$ cat src/rtl/w_pulse_gen_pkg.sv
// Shared types and defaults for the w/b detector stimulus generator.
package w_pulse_gen_pkg;

    localparam int unsigned CNT_W_DEF = 8;

    typedef enum logic [1:0] {
        ST_IDLE = 2'd0,
        ST_HIGH = 2'd1,
        ST_LOW  = 2'd2,
        ST_FIN  = 2'd3
    } state_e;

endpackage

$ cat src/rtl/w_pulse_gen_phase_counter.sv
// Loadable down-counter that stops at zero; used for phase length and pulses remaining.
module w_pulse_gen_phase_counter
    import w_pulse_gen_pkg::*;
#(
    parameter int unsigned CNT_W = CNT_W_DEF
) (
    input  logic             clk,
    input  logic             rst_n,
    input  logic             load,
    input  logic             en,
    input  logic [CNT_W-1:0] load_val,
    output logic [CNT_W-1:0] value,
    output logic             zero_c
);

    logic [CNT_W-1:0] cnt_q;
    logic [CNT_W-1:0] cnt_d;

    // Load wins over decrement; the count never goes below zero.
    always_comb begin
        cnt_d = cnt_q;
        if (load) begin
            cnt_d = load_val;
        end else if (en && (cnt_q != '0)) begin
            cnt_d = cnt_q - CNT_W'(1);
        end
    end

    always_ff @(posedge clk or negedge rst_n) begin
        if (!rst_n) begin
            cnt_q <= '0;
        end else begin
            cnt_q <= cnt_d;
        end
    end

    assign value  = cnt_q;
    assign zero_c = (cnt_q == '0);

endmodule

$ cat src/rtl/w_pulse_gen.sv
// Drives a train of w pulses into a sequence detector and counts its b rising edges.
module w_pulse_gen
    import w_pulse_gen_pkg::*;
#(
    parameter int unsigned CNT_W = CNT_W_DEF
) (
    input  logic             clk,
    input  logic             rst_n,
    input  logic             start,
    input  logic             abort,
    input  logic [CNT_W-1:0] high_len,
    input  logic [CNT_W-1:0] low_len,
    input  logic [CNT_W-1:0] n_pulses,
    input  logic             b,
    output logic             w,
    output logic             busy,
    output logic             done,
    output logic [CNT_W-1:0] b_cnt
);

    state_e           state_q, state_d;
    logic [CNT_W-1:0] high_len_q, high_len_d;
    logic [CNT_W-1:0] low_len_q, low_len_d;
    logic [CNT_W-1:0] b_cnt_q, b_cnt_d;
    logic             b_prev_q, b_prev_d;
    logic             w_q, w_d;
    logic             busy_q, busy_d;
    logic             done_q, done_d;

    logic             ph_load, ph_en, ph_zero_c;
    logic [CNT_W-1:0] ph_val, ph_value_unused;
    logic             pl_load, pl_en, pl_zero_c;
    logic [CNT_W-1:0] pl_val, pl_value;

    w_pulse_gen_phase_counter #(.CNT_W(CNT_W)) u_phase_cnt (
        .clk      (clk),
        .rst_n    (rst_n),
        .load     (ph_load),
        .en       (ph_en),
        .load_val (ph_val),
        .value    (ph_value_unused),
        .zero_c   (ph_zero_c)
    );

    w_pulse_gen_phase_counter #(.CNT_W(CNT_W)) u_pulse_cnt (
        .clk      (clk),
        .rst_n    (rst_n),
        .load     (pl_load),
        .en       (pl_en),
        .load_val (pl_val),
        .value    (pl_value),
        .zero_c   (pl_zero_c)
    );

    always_comb begin
        state_d    = state_q;
        high_len_d = high_len_q;
        low_len_d  = low_len_q;
        b_cnt_d    = b_cnt_q;
        b_prev_d   = b;
        ph_load    = 1'b0;
        ph_en      = 1'b0;
        ph_val     = '0;
        pl_load    = 1'b0;
        pl_en      = 1'b0;
        pl_val     = '0;
        w_d        = 1'b0;
        busy_d     = 1'b0;
        done_d     = 1'b0;

        // Saturating count of b rising edges seen while the run is active.
        if (busy_q && b && !b_prev_q && (b_cnt_q != '1)) begin
            b_cnt_d = b_cnt_q + CNT_W'(1);
        end

        case (state_q)
            ST_IDLE: begin
                if (start) begin
                    high_len_d = high_len;
                    low_len_d  = low_len;
                    b_cnt_d    = '0;
                    b_prev_d   = 1'b0;
                    ph_load    = 1'b1;
                    ph_val     = high_len - CNT_W'(1);
                    pl_load    = 1'b1;
                    pl_val     = n_pulses;
                    if ((high_len == '0) || (n_pulses == '0)) begin
                        state_d = ST_FIN;
                    end else begin
                        state_d = ST_HIGH;
                    end
                end
            end
            ST_HIGH: begin
                if (abort) begin
                    state_d = ST_IDLE;
                end else if (ph_zero_c) begin
                    // Pulse counter still holds this pulse; a value of 1 means it was the last.
                    pl_en = 1'b1;
                    if (low_len_q != '0) begin
                        state_d = ST_LOW;
                        ph_load = 1'b1;
                        ph_val  = low_len_q - CNT_W'(1);
                    end else if (pl_value == CNT_W'(1)) begin
                        state_d = ST_FIN;
                    end else begin
                        ph_load = 1'b1;
                        ph_val  = high_len_q - CNT_W'(1);
                    end
                end else begin
                    ph_en = 1'b1;
                end
            end
            ST_LOW: begin
                if (abort) begin
                    state_d = ST_IDLE;
                end else if (ph_zero_c) begin
                    if (!pl_zero_c) begin
                        state_d = ST_HIGH;
                        ph_load = 1'b1;
                        ph_val  = high_len_q - CNT_W'(1);
                    end else begin
                        state_d = ST_FIN;
                    end
                end else begin
                    ph_en = 1'b1;
                end
            end
            ST_FIN: begin
                state_d = ST_IDLE;
            end
            default: begin
                state_d = ST_IDLE;
            end
        endcase

        // Outputs are registered copies of the next-state decode.
        w_d    = (state_d == ST_HIGH);
        busy_d = (state_d == ST_HIGH) || (state_d == ST_LOW);
        done_d = (state_d == ST_FIN);
    end

    always_ff @(posedge clk or negedge rst_n) begin
        if (!rst_n) begin
            state_q    <= ST_IDLE;
            high_len_q <= '0;
            low_len_q  <= '0;
            b_cnt_q    <= '0;
            b_prev_q   <= 1'b0;
            w_q        <= 1'b0;
            busy_q     <= 1'b0;
            done_q     <= 1'b0;
        end else begin
            state_q    <= state_d;
            high_len_q <= high_len_d;
            low_len_q  <= low_len_d;
            b_cnt_q    <= b_cnt_d;
            b_prev_q   <= b_prev_d;
            w_q        <= w_d;
            busy_q     <= busy_d;
            done_q     <= done_d;
        end
    end

    assign w     = w_q;
    assign busy  = busy_q;
    assign done  = done_q;
    assign b_cnt = b_cnt_q;

endmodule

$ cat config.mk
export PLATFORM = sky130hd
export DESIGN_NAME = w_pulse_gen
export DESIGN_NICKNAME = d
export VERILOG_FILES = /design/src/rtl/w_pulse_gen_pkg.sv /design/src/rtl/w_pulse_gen_phase_counter.sv /design/src/rtl/w_pulse_gen.sv
export SDC_FILE = /design/constraint.sdc
export NUM_CORES = 1
export LEC_CHECK = 0
export BUFFER_PORTS_ARGS = -buffer_cell sky130_fd_sc_hd__buf_2
export CAP_MARGIN = 20
export CORE_ASPECT_RATIO = 0.75
export CORE_MARGIN = 2
export CORE_UTILIZATION = 62
export DETAILED_ROUTE_END_ITERATION = 12
export PLACE_DENSITY = 0.85
export SYNTH_ARGS = -nofsm -noshare
export SYNTH_HDL_FRONTEND = slang
export SYNTH_SLANG_ARGS = --single-unit
$ cat constraint.sdc
create_clock -name clk -period 3.47 [get_ports clk]
set_input_delay 0.694 -clock clk [delete_from_list [all_inputs] [get_ports clk]]
set_output_delay 0.694 -clock clk [all_outputs]
set_load 0.03 [all_outputs]
==> results of run 1 <==
layout make-up:
class | count | area [um^2] | area share
well taps | 57 | 71.3 | 0.0219
clock inverters | 1 | 30.0 | 0.00921
repair buffers | 42 | 230 | 0.0706
flip-flops and latches | 46 | 1150 | 0.353
clock buffers | 6 | 82.6 | 0.0253
multi-input cells | 262 | 1640 | 0.504
inverters | 14 | 52.6 | 0.0161
registers in the layout, summed over array words and instances, names as in the netlist:
signal	flops
b_cnt	8
high_len_q	8
low_len_q	8
u_phase_cnt.value	8
u_pulse_cnt.value	8
state_q	2
b_prev_q	1
busy	1
done	1
w	1
how the worst max path moves through the flow:
| stage | from | end | slack [ns] | depth (start not counted) |
|---|---|---|---|---|
| 2_1_floorplan | u_phase_cnt.value[0] | busy | 1.14 | 10 |
| 3_3_place_gp | u_phase_cnt.value[0] | u_phase_cnt.value[1] | 1.04 | 8 |
| 3_5_place_dp | u_phase_cnt.value[0] | u_pulse_cnt.value[3] | 0.90 | 8 |
| 4_1_cts | u_phase_cnt.value[0] | u_phase_cnt.value[1] | 0.90 | 8 |
| 5_1_grt | u_phase_cnt.value[1] | u_phase_cnt.value[1] | 0.68 | 8 |
| 6_report | u_phase_cnt.value[0] | u_phase_cnt.value[1] | 0.86 | 8 |
stage by stage:
step	utilization	instance area, um^2	power (mW)
2_1_floorplan	-	2880	1.76
3_3_place_gp	0.700	3130	1.99
3_5_place_dp	0.700	3130	2.04
4_1_cts	0.725	3240	2.44
5_1_grt	0.730	3260	2.63
6_report	0.730	3260	2.45
metal layers:
layer,global-route usage,vias up,routed length (um)
met5,0,-,0
met4,0.0615,0,52
met3,0.0458,7,426
met2,0.373,74,2720
met1,0.403,1161,3090
li1,-,1222,-
placed cells by master, fill, tap and decap left out, types with 2 or more instances in the layout:
| cell type | instances |
|---|---|
| sky130_fd_sc_hd__nand2b_1 | 3 |
| sky130_fd_sc_hd__nor4_1 | 8 |
| sky130_fd_sc_hd__buf_2 | 39 |
| sky130_fd_sc_hd__or4_1 | 2 |
| sky130_fd_sc_hd__o21ai_0 | 18 |
| sky130_fd_sc_hd__nand3b_1 | 2 |
| sky130_fd_sc_hd__o21ai_1 | 2 |
| sky130_fd_sc_hd__nor3_1 | 4 |
| sky130_fd_sc_hd__and4_1 | 2 |
| sky130_fd_sc_hd__buf_4 | 2 |
| sky130_fd_sc_hd__nand2_1 | 66 |
| sky130_fd_sc_hd__mux2i_1 | 4 |
| sky130_fd_sc_hd__inv_1 | 14 |
| sky130_fd_sc_hd__nand4_1 | 5 |
| sky130_fd_sc_hd__clkbuf_8 | 6 |
| sky130_fd_sc_hd__nor3b_1 | 3 |
| sky130_fd_sc_hd__nor2b_1 | 3 |
| sky130_fd_sc_hd__nand3_1 | 9 |
| sky130_fd_sc_hd__xor2_1 | 19 |
| sky130_fd_sc_hd__xnor2_1 | 15 |
| sky130_fd_sc_hd__ha_1 | 15 |
| sky130_fd_sc_hd__o22ai_1 | 10 |
| sky130_fd_sc_hd__dfrtp_1 | 46 |
| sky130_fd_sc_hd__a21oi_1 | 17 |
| sky130_fd_sc_hd__nor4b_1 | 2 |
| sky130_fd_sc_hd__nor2_1 | 29 |
| sky130_fd_sc_hd__and2_1 | 4 |
cell families after synthesis:
group                      Yosys count  synth area share
AOI/OAI and AO/OA                   57             0.121
buffers and inverters               22            0.0312
adders and majority gates           15            0.0651
and+or+nand+nor                    151             0.262
DFF                                 46             0.399
xor gates and xnor gates            34             0.103
muxes                                5            0.0178
worst register-to-register path, stage by stage (launching register included):
cell and delay (ns):
sky130_fd_sc_hd__dfrtp_1 0.39, sky130_fd_sc_hd__inv_1 0.09, sky130_fd_sc_hd__ha_1 0.19, sky130_fd_sc_hd__or3b_2 0.51, sky130_fd_sc_hd__nor2_1 0.43, sky130_fd_sc_hd__nand4b_4 0.24
sky130_fd_sc_hd__a31oi_4 0.44, sky130_fd_sc_hd__o21ai_0 0.17, sky130_fd_sc_hd__nand2_1 0.11
where the power goes:
part / switching [mW] / internal, mW / leakage, nW
Combinational: 0.632 / 0.446 / 0.870
Sequential: 0.228 / 0.745 / 0.582
Clock: 0.169 / 0.230 / 0.0573
Total: 1.03 / 1.42 / 1.51
==> run summary, run 1 <==
In the final layout, the share of cells above drive strength 1 is 0.151. In this design, the stage delay of the slowest critical-path cell is 0.51 ns. TritonCTS built the clock tree.

After the flow finishes, the layout carries non-filler instances totaling 428. Max-cap violations in this run came to 0. The detail-routed via count per cell came out at about 5.8. The worst register-to-register path begins at u_phase_cnt.value[0]. The share of synthesized area in the top cell type comes to 0.399. The number of standard-cell rows in the floorplan is 21. Gates resized during post-CTS repair numbered 0.

The setup slack on the worst flop-to-flop path is 0.86 ns. Among all flip-flop cells after synthesis, the most frequent one is sky130_fd_sc_hd__dfrtp_1. The length of the first detailed-routing pass in iterations is 4. The placer congestion estimate came out at 0.938. The share of async-settable or async-resettable flops after synthesis came out at 1.00. The worst register-to-register path has a depth of 8. The mean cell area of the mapped netlist is 8.74 um^2. The slack of the critical path came out at 0.859 ns. For this run, the total global-route usage over all layers was measured as 0.258. The overall die height came out at between 60 and 70 um. STA classifies the critical path endpoint as a flip-flop. The maximum fanout count along the critical path came out at 15. Dividing total power by cell area gives a power density of 751 nW/um^2. The remaining number of nets flagged by the antenna check after routing came out at 0. The total of buffers placed on input and output ports is 39. The TritonCTS buffer count came out at 5. The most used standard cell by instance count after synthesis is sky130_fd_sc_hd__nand2_1. In this run the deepest clock path goes through 2 buffers. The post-synthesis net count came out at 374. The count of H-tree levels built during CTS came out at 2.

The cell total after placement is 420. The wire length of the first global-routing pass came out at 10,400 um. The number of remaining DRC errors came out at 0. In this run, synthesis inferred 0 flip-flops with an integrated enable. The number of sinks driven by the clock tree is 46. The net count reported at finish is slightly above 400. The number of global-route vias before repair is roughly 2,200. The latest clock arrival within the worst-skew pair came out at 0.29 ns. The count of buffering cells on the critical path with inverters included came out at 1.

STA classifies the critical path startpoint as a flip-flop. The synthesized instance count came out at 330. The worst hold margin is 0.345 ns. The tree is rooted in a sky130_fd_sc_hd__clkbuf_8. After synthesis, the most frequently instantiated cells are sky130_fd_sc_hd__nand2_1, sky130_fd_sc_hd__dfrtp_1, sky130_fd_sc_hd__nor2_1. The cell accounting for the most synthesized area is sky130_fd_sc_hd__dfrtp_1. By area the synthesized netlist is led by sky130_fd_sc_hd__dfrtp_1, sky130_fd_sc_hd__nand2_1, sky130_fd_sc_hd__ha_1. The class of the most critical setup path is flip-flop to flip-flop. The number of antenna violations at the first check in global routing is 0. The synthesis warning total is 0. The kind of cell with the highest combined delay along the critical path is simple AND/OR/NAND/NOR gates.

The standby leakage power came out at 1.51 nW. The number of placed I/O pins is 40. The routed design has 6290 um of wire. The overall die width is 82.8 um. The die footprint came out at between 5000 and 6000 um^2. The floorplan step defined a core boundary enclosing about 4500 um^2. The flow ran to the end, and the final reports show no timing, DRC or antenna violations. Walking the worst path, the cells encountered are inv_1, ha_1, or3b_2, nor2_1, nand4b_4, a31oi_4, o21ai_0, nand2_1. Setup violations remaining at the end of the flow were counted as 0.

Setup repair after global routing left no endpoint under its margin. The share of the Yosys chip area taken by registers is 0.399. The total half-perimeter wirelength after legalization and detailed placement is 4710 um.

The peak supply drop came out at between 0.4 and 0.5 mV. The setup slack after placement came out at 0.905 ns. The DRC marker count from the first detailed-route iteration is 281.

The max-slew violation total from the final report is 0. Entering global routing, the biggest net connects 47 pins. The total negative slack is 0 ns.

The worst-margin pin slew is 0.659 ns. The number of fill cells in the layout came out at approximately 350. The count of final hold-check violations came out at 0. The area added between synthesis and finish is 13.1%. For this block, the via count after detailed routing is 2,464. The fmax came out at 383 MHz.

The critical path data required time came out at 3.70 ns. The number of distinct standard cells referenced by the synthesized netlist came out at 46. After global routing the overflow that remains totals 0. The capturing point of the worst reg2reg path is u_phase_cnt.value[1]. The class of the most critical hold timing path is input pin to asynchronous set/reset pin. The hold buffer count at CTS is 0. The number of diodes added for antenna fixing is 0.

The post-synthesis instance area came out at 2880 um^2. The largest individual stage delay along the critical path comes from the cell sky130_fd_sc_hd__or3b_2. The final worst clock skew is about 0.0048 ns. The clock-pin transition on the worst setup and hold timing paths is roughly 0.080 ns. In this run the tightest slew margin relative to its limit is 0.555. Dividing the detail-routed wire length by the instance count gives roughly 15 um.

The minimum period implied by the final worst setup slack is 2.61 ns. In this run, synthesis produced a sequential element count of 46. The number of setup buffers added after CTS came out at 0. The initial core utilization came out at 0.646. Data arrives at the worst endpoint at around 2.8 ns. The share of the cycle needed by the critical path after routing is 0.752.
Note: power is estimated with default switching activity, not from simulation.
==> run 2: changes to the inputs <==
Settings changed: CORE_UTILIZATION 62 to 52, PLACE_DENSITY 0.85 to 0.76.
Clock period 3.47 ns to 2.3 ns, I/O delays scaled along.
==> run summary, run 2 (synthesized netlist as in run 1, its figures left out) <==
The worst hold margin came to 0.132 ns (was 0.345 ns). The share of power burned in registers is 0.358 (was 0.397). The kind of start point of the critical path is a flip-flop (unchanged). The category of the worst setup path capture point is a flip-flop (unchanged).

The worst max-slew margin expressed relative to the limit came out at 0.702 (was 0.555). The endpoint of the most critical setup path is u_pulse_cnt.value[3] (was u_phase_cnt.value[1]). The area inside the core boundary is 5350 um^2 (was 4470 um^2). The data arrival time at the worst-slack endpoint is 2.43 ns (was 2.84 ns). The class of the most critical hold timing path is input pin to asynchronous set/reset pin (unchanged). The leftover overflow at the end of global routing came to 0 (unchanged).

The worst-margin pin slew is 0.443 ns (was 0.659 ns). The cell depth of the worst flop-to-flop path came to 8 (unchanged). The clock-pin transition on the worst setup and hold timing paths is 0.09 ns (was 0.08 ns).

The power density over the cells is 1170 nW/um^2 (was 751 nW/um^2). The fraction of final layout cells with drive strength greater than 1 came out at 0.219 (was 0.151). The number of sinks driven by the clock tree was 46 (unchanged). The net count reported at finish is 436 (was 415). The switching share of power came out at 0.404 (was 0.420). The CTS tree was done (unchanged). The combinational cell fraction of total power is 0.462 (was 0.440).

The total of buffers placed on input and output ports came out at 39 (unchanged). The library cell used as clock root buffer is sky130_fd_sc_hd__clkbuf_8 (unchanged). The startpoint of the most critical register-to-register path is u_phase_cnt.value[1] (was u_phase_cnt.value[0]).

The number of standard-cell rows in the floorplan is 23 (was 21). The global routing usage summed across all routing layers is 0.222 (was 0.258). The peak supply drop is 0.620 mV (was 0.431 mV).

Status: complete, no violations (unchanged). The number of standard cells in the final layout excluding fillers came out at 468 (was 428). The number of fill cells in the layout is 462 (was 352). The count of H-tree levels built during CTS is 2 (unchanged). The minimum period implied by the final worst setup slack was 2.21 ns (was 2.61 ns).

The TritonCTS buffer count was 5 (unchanged). The most common library cell in the layout ignoring fill and taps was sky130_fd_sc_hd__nand2_1 (unchanged). The internal power is 2.44 mW (was 1.42 mW). The total power consumption of the routed design came to 4.09 mW (was 2.45 mW). The maximum fanout count along the critical path was 5 (was 15).

The initial core utilization is 0.539 (was 0.646). The cell area after layout came out at 3510 um^2 (was 3260 um^2). The source of the critical timing path is u_phase_cnt.value[1] (was u_phase_cnt.value[0]). The overall die height is 68.5 um (was 63.1 um).

The DRC marker count from the first detailed-route iteration is 236 (was 281). The share of the core filled with cells came out at 0.655 (was 0.730). The total half-perimeter wirelength after legalization and detailed placement is 5060 um (was 4710 um). The number of antenna violations at the first check in global routing is 0 (unchanged).

The critical path data required time was 2.52 ns (was 3.70 ns). The number of global-route vias before repair is 2,284 (was 2,249). The clock network fraction of total power came out at 0.180 (was 0.163). The final worst clock skew came out at 0.0142 ns (was 0.00484 ns). The setup slack after placement was 0.0235 ns (was 0.905 ns). The class of the most critical setup path is flip-flop to flip-flop (unchanged). The wire length of the first global-routing pass came out at 10,900 um (was 10,400 um).

The mean routed wirelength per cell is 14.4 um (was 14.7 um). The standby leakage power came out at 1.64 nW (was 1.51 nW). The fmax is 453 MHz (was 383 MHz).

The count of final hold-check violations is 0 (unchanged). The reported max-cap violation count is 0 (unchanged). The maximum number of pins on one net before global-route repair came to 26 (was 47). The latest clock arrival within the worst-skew pair came to 0.30 ns (was 0.29 ns).

The share of the cycle needed by the critical path after routing is 0.960 (was 0.752). The maximum clock path buffer count came to 2 (unchanged). The detail-routed via count per cell came out at 5.47 (was 5.76). The final wirelength is 6730 um (was 6290 um).

The setup slack on the worst flop-to-flop path came out at 0.09 ns (was 0.86 ns). The total net switching power came to 1.65 mW (was 1.03 mW). The capturing point of the worst reg2reg path was u_pulse_cnt.value[3] (was u_phase_cnt.value[1]). The placer congestion estimate came out at 0.918 (was 0.938). The cell total after placement came out at 455 (was 420). The total of endpoints with negative setup slack in the final report is 0 (unchanged).

The area added between synthesis and finish came to 21.6% (was 13.1%). The area after detailed placement is 3280 um^2 (was 3130 um^2). The remaining number of nets flagged by the antenna check after routing came out at 0 (unchanged).

The number of diodes added for antenna fixing came out at 0 (unchanged). The length of the first detailed-routing pass in iterations is 5 (was 4). The via count came out at 2,558 (was 2,464). The max-slew violation total from the final report is 0 (unchanged).

Commonest cells after routing, fill and taps aside: sky130_fd_sc_hd__nand2_1, sky130_fd_sc_hd__dfrtp_1, sky130_fd_sc_hd__buf_2 (unchanged). The slack of the critical path is 0.0909 ns (was 0.859 ns). The overall die width came out at 90.0 um (was 82.8 um). The number of remaining DRC errors is 0 (unchanged).

The die footprint came out at 6160 um^2 (was 5220 um^2). The number of placed I/O pins is 40 (unchanged). The total negative slack is 0 ns (unchanged).
run 2: cell count changes in the layout (fill, tap and decap cells not counted), sizes merged:
cell,delta
bufinv,+1
buf,+21
run 2: layer usage:
layer	global-route usage	vias to the layer above	wire [um]
li1	-	1264	-
met1	0.340	1194	3350
met2	0.330	85	2950
met3	0.0359	15	324
met4	0.0577	0	100
met5	0	-	0
run 2: worst min path at each step:
stage / start / endpoint / slack, ns / cells after the start
floorplan: rst_n / b_cnt[0] / 0.16 / 0
global placement: rst_n / u_pulse_cnt.value[3] / 0.46 / 2
detailed placement: rst_n / u_pulse_cnt.value[3] / 0.46 / 2
CTS: rst_n / high_len_q[5] / 0.14 / 2
global route: rst_n / high_len_q[2] / 0.15 / 2
finish: rst_n / high_len_q[2] / 0.13 / 2
run 2: area by class of cell:
| class | count | area, um^2 | share of cell area |
|---|---|---|---|
| Timing Repair Buffer | 63 | 395 | 0.113 |
| Clock inverter | 2 | 60.1 | 0.0171 |
| Tap cell | 75 | 93.8 | 0.0268 |
| Inverter | 14 | 52.6 | 0.0150 |
| Clock buffer | 6 | 82.6 | 0.0235 |
| Sequential cell | 46 | 1150 | 0.328 |
| Multi-Input combinational cell | 262 | 1670 | 0.477 |
run 2: power groups by stage:
| stage | clock network, mW | registers (mW) | logic (mW) |
|---|---|---|---|
| 2_1_floorplan | 0 | 1.44 | 1.22 |
| 3_3_place_gp | 0 | 1.45 | 1.70 |
| 3_5_place_dp | 0 | 1.47 | 1.74 |
| 4_1_cts | 0.745 | 1.45 | 1.76 |
| 5_1_grt | 0.778 | 1.52 | 2.11 |
| 6_report | 0.737 | 1.47 | 1.89 |
run 2: worst max-delay path, stage by stage (launching register included):
cell and delay (ns):
sky130_fd_sc_hd__dfrtp_1 0.41, sky130_fd_sc_hd__inv_1 0.07, sky130_fd_sc_hd__ha_2 0.16, sky130_fd_sc_hd__or3b_4 0.41, sky130_fd_sc_hd__nor3b_4 0.32, sky130_fd_sc_hd__nand2_2 0.09, sky130_fd_sc_hd__or4_1 0.41, sky130_fd_sc_hd__xor2_1 0.15
sky130_fd_sc_hd__o21ai_1 0.11
run 2: what timing repair did:
| item | in CTS | in global routing |
|---|---|---|
| gates resized for setup | 0 | 10 |
| setup endpoints to repair | 0 | 11 |
| setup buffers | 0 | 5 |
| hold buffers | 0 | 0 |
==> run 3: changes to the inputs <==
Settings changed: ABC_AREA set to 1, CORE_UTILIZATION 52 to 53, PLACE_DENSITY 0.76 to 0.77.
==> run summary, run 3 <==
The number of remaining DRC errors came to 0 (unchanged). The fmax is 492 MHz (was 453 MHz). The global routing usage summed across all routing layers was 0.247 (was 0.222).

The net count reported at finish came out at 556 (was 436). The maximum clock path buffer count is 2 (unchanged). The number of standard cells in the final layout excluding fillers came out at 591 (was 468). The final wirelength came out at 7520 um (was 6730 um). The library cell used as clock root buffer is sky130_fd_sc_hd__clkbuf_8 (unchanged). The mean routed wirelength per cell came out at 12.7 um (was 14.4 um). Area contributors post-synth: sky130_fd_sc_hd__dfrtp_1, sky130_fd_sc_hd__nand2_1, sky130_fd_sc_hd__nor2_1 (was sky130_fd_sc_hd__dfrtp_1, sky130_fd_sc_hd__nand2_1, sky130_fd_sc_hd__ha_1).

The remaining number of nets flagged by the antenna check after routing came out at 0 (unchanged). The number of placed I/O pins is 40 (unchanged). The maximum number of pins on one net before global-route repair is 28 (was 26).

Cell types with the highest counts after synthesis: sky130_fd_sc_hd__nand2_1, sky130_fd_sc_hd__nor2_1, sky130_fd_sc_hd__inv_1 (was sky130_fd_sc_hd__nand2_1, sky130_fd_sc_hd__dfrtp_1, sky130_fd_sc_hd__nor2_1). The synthesis warning total came out at 0 (unchanged). The initial core utilization is 0.552 (was 0.539). The TritonCTS buffer count came to 5 (unchanged). The maximum fanout count along the critical path is 8 (was 5). The detail-routed via count per cell is 5.28 (was 5.47).

The clock-pin transition on the worst setup and hold timing paths is 0.08 ns (was 0.09 ns). The DRC marker count from the first detailed-route iteration is 249 (was 236). The worst max-slew margin expressed relative to the limit came out at 0.746 (was 0.702). The number of enable-type register cells in the synthesized netlist came out at 0 (unchanged). The hold buffer count at CTS was 0 (unchanged).

The CTS tree is done (unchanged). The kind of start point of the critical path is a flip-flop (unchanged). The number of distinct standard cells referenced by the synthesized netlist came to 36 (was 46). The startpoint of the most critical register-to-register path is low_len_q[0] (was u_phase_cnt.value[1]). The post-synthesis net count is 509 (was 374). The via count came out at 3,120 (was 2,558). The number of diodes added for antenna fixing is 0 (unchanged). The combinational cell fraction of total power is 0.523 (was 0.462). The mean cell area of the mapped netlist came to 6.92 um^2 (was 8.74 um^2). The overall die width came to 94.0 um (was 90.0 um). The number of sinks driven by the clock tree came to 46 (unchanged). The most used standard cell by instance count after synthesis was sky130_fd_sc_hd__nand2_1 (unchanged).

The latest clock arrival within the worst-skew pair came out at 0.30 ns (about the same). The class of the most critical setup path was flip-flop to flip-flop (unchanged). The class of the most critical hold timing path was input pin to asynchronous set/reset pin (unchanged). The register bit total from synthesis came out at 46 (unchanged). The internal power came out at 2.14 mW (was 2.44 mW). The cell area after layout came out at 3630 um^2 (was 3510 um^2). The standby leakage power is 1.89 nW (was 1.64 nW). The global-route met3 utilization came out at 0.0368 (was 0.0359). The most common library cell in the layout ignoring fill and taps is sky130_fd_sc_hd__nand2_1 (unchanged).

The critical path data required time came out at 2.55 ns (was 2.52 ns). The count of H-tree levels built during CTS is 2 (unchanged). The number of antenna violations at the first check in global routing is 0 (unchanged). The total of endpoints with negative setup slack in the final report came out at 0 (unchanged). The count of final hold-check violations came out at 0 (unchanged). The final worst clock skew was 0.00624 ns (was 0.0142 ns). The source of the critical timing path was low_len_q[0] (was u_phase_cnt.value[1]).

The power density over the cells came out at 1150 nW/um^2 (was 1170 nW/um^2). The post-synthesis instance area was 3220 um^2 (was 2880 um^2). The category of the worst setup path capture point is a flip-flop (unchanged). The die footprint is 6720 um^2 (was 6160 um^2). Setup repair after global routing left no endpoint under its margin. The placer congestion estimate was 0.934 (was 0.918).

The switching share of power came out at 0.484 (was 0.404). The reported max-cap violation count came out at 0 (unchanged). Status: complete, no violations (unchanged). The leftover overflow at the end of global routing is 0 (unchanged). The proportion of synthesized chip area in sequential cells was 0.358 (was 0.399). The area inside the core boundary came to 5830 um^2 (was 5350 um^2). The share of async-settable or async-resettable flops after synthesis is 1.00 (unchanged). The peak supply drop is 0.571 mV (was 0.620 mV). The clock network fraction of total power is 0.117 (was 0.180). The met2 usage is 0.383 (was 0.330). The wire length of the first global-routing pass came to 13,200 um (was 10,900 um). The number of global-route vias before repair came out at 2,912 (was 2,284).

The worst hold margin is 0.113 ns (was 0.132 ns). The cell accounting for the most synthesized area is sky130_fd_sc_hd__dfrtp_1 (unchanged). The share of power burned in registers came out at 0.360 (was 0.358). The fraction of final layout cells with drive strength greater than 1 is 0.140 (was 0.219). The busiest layer in global routing is met2 (was met1). The overall die height is 71.5 um (was 68.5 um). The total of buffers placed on input and output ports was 39 (unchanged). The worst-margin pin slew came out at 0.381 ns (was 0.443 ns). The total net switching power is 2.02 mW (was 1.65 mW). The synthesized instance count came to 465 (was 330).

The area added between synthesis and finish is 12.9% (was 21.6%). The share of the cycle needed by the critical path after routing came out at 0.884 (was 0.960). The max-slew violation total from the final report is 0 (unchanged). The flip-flop cell with the highest count after synthesis is sky130_fd_sc_hd__dfrtp_1 (unchanged).

The fraction of synthesized cell area taken by the top area cell type came out at 0.358 (was 0.399). The data arrival time at the worst-slack endpoint was 2.28 ns (was 2.43 ns). The share of the core filled with cells is 0.623 (was 0.655). Commonest cells after routing, fill and taps aside: sky130_fd_sc_hd__nand2_1, sky130_fd_sc_hd__nor2_1, sky130_fd_sc_hd__inv_1 (was sky130_fd_sc_hd__nand2_1, sky130_fd_sc_hd__dfrtp_1, sky130_fd_sc_hd__buf_2). The length of the first detailed-routing pass in iterations is 5 (unchanged). The area after detailed placement is 3530 um^2 (was 3280 um^2).

The minimum period implied by the final worst setup slack came out at 2.03 ns (was 2.21 ns). The number of standard-cell rows in the floorplan was 24 (was 23). The met1 layer usage reported by global route is 0.366 (was 0.340). The total half-perimeter wirelength after legalization and detailed placement came out at 5980 um (was 5060 um).

The cell total after placement is 582 (was 455). The total negative slack is 0 ns (unchanged).
## run 3: cell types whose count changed in the layout (fill, tap and decap cells not counted), moves of 8 or more
cell,before,now
sky130_fd_sc_hd__o22ai_1,10,2
sky130_fd_sc_hd__o21ai_0,17,40
sky130_fd_sc_hd__nor2_1,28,70
sky130_fd_sc_hd__xnor2_1,15,4
sky130_fd_sc_hd__nand2_1,65,105
sky130_fd_sc_hd__buf_4,21,9
sky130_fd_sc_hd__inv_1,13,63
sky130_fd_sc_hd__nand3_1,9,35
## run 3: power groups by stage
stage / clock network, mW / logic, mW / registers, mW
final: 0.486 / 2.18 / 1.50
after floorplan: 0 / 1.52 / 1.53
after CTS: 0.500 / 2.16 / 1.49
after detailed placement: 0 / 2.13 / 1.50
after global routing: 0.532 / 2.49 / 1.55
after global placement: 0 / 2.08 / 1.49
## run 3: repair_timing
item                                    in CTS  in global routing
endpoints found under the setup margin       0                  3
gates resized for setup                      0                  2
buffers inserted                             0                  1
## run 3: metal layers
layer | vias up | wire (um)
li1 | 1580 | -
met1 | 1403 | 3610
met2 | 125 | 3290
met3 | 12 | 531
met4 | 0 | 92
met5 | - | 0
## run 3: worst paths after layout
| kind | end | slack (ns) | cells after the start |
|---|---|---|---|
| min in group clk | low_len_q[6] | 0.35 | 3 |
| max reg2reg | busy | 0.27 | 12 |
| max | busy | 0.27 | 12 |
| min | b_cnt[0] | 0.11 | 2 |
| max in group asynchronous | u_phase_cnt.value[1] | 1.89 | 2 |
| min reg2reg | u_phase_cnt.value[0] | 0.49 | 2 |
## run 3: logic make-up (layout without fill, tap and decap cells)
family	after synthesis	after routing	synth area share
adder cells (fa/ha/maj)	15	15	0.0583
XOR/XNOR	16	16	0.0436
AND/OR/NAND/NOR	237	237	0.319
flip-flops	46	46	0.358
AO/OA/AOI/OAI	76	76	0.129
buffers and inverters	75	123	0.0918
## run 3: metrics by stage
stage | setup slack [ns] | power (mW)
floorplan | 0.466 | 3.05
global placement | 0.318 | 3.57
detailed placement | 0.216 | 3.64
CTS | 0.166 | 4.15
global route | 0.0428 | 4.57
finish | 0.268 | 4.16
## run 3: final cells by class
cell class              instances  area (um^2)
multi-input cells             344         1780
repair buffers                 48          263
inverters                      67          256
clock buffers                   6         72.6
flip-flops and latches         46         1150
clock inverters                 2         13.8
well taps                      78         97.6
fillers                       563         2190
## run 3: worst max-delay path: stages (launching register included)
cell,delay [ns]
sky130_fd_sc_hd__dfrtp_1,0.39
sky130_fd_sc_hd__inv_1,0.10
sky130_fd_sc_hd__ha_1,0.22
sky130_fd_sc_hd__nand3_1,0.16
sky130_fd_sc_hd__nor2_4,0.21
sky130_fd_sc_hd__nand2_2,0.14
sky130_fd_sc_hd__o21ai_0,0.17
sky130_fd_sc_hd__o21ai_0,0.11
sky130_fd_sc_hd__nand2_1,0.07
sky130_fd_sc_hd__nand2_1,0.09
sky130_fd_sc_hd__inv_1,0.07
sky130_fd_sc_hd__ha_1,0.21
sky130_fd_sc_hd__inv_1,0.05
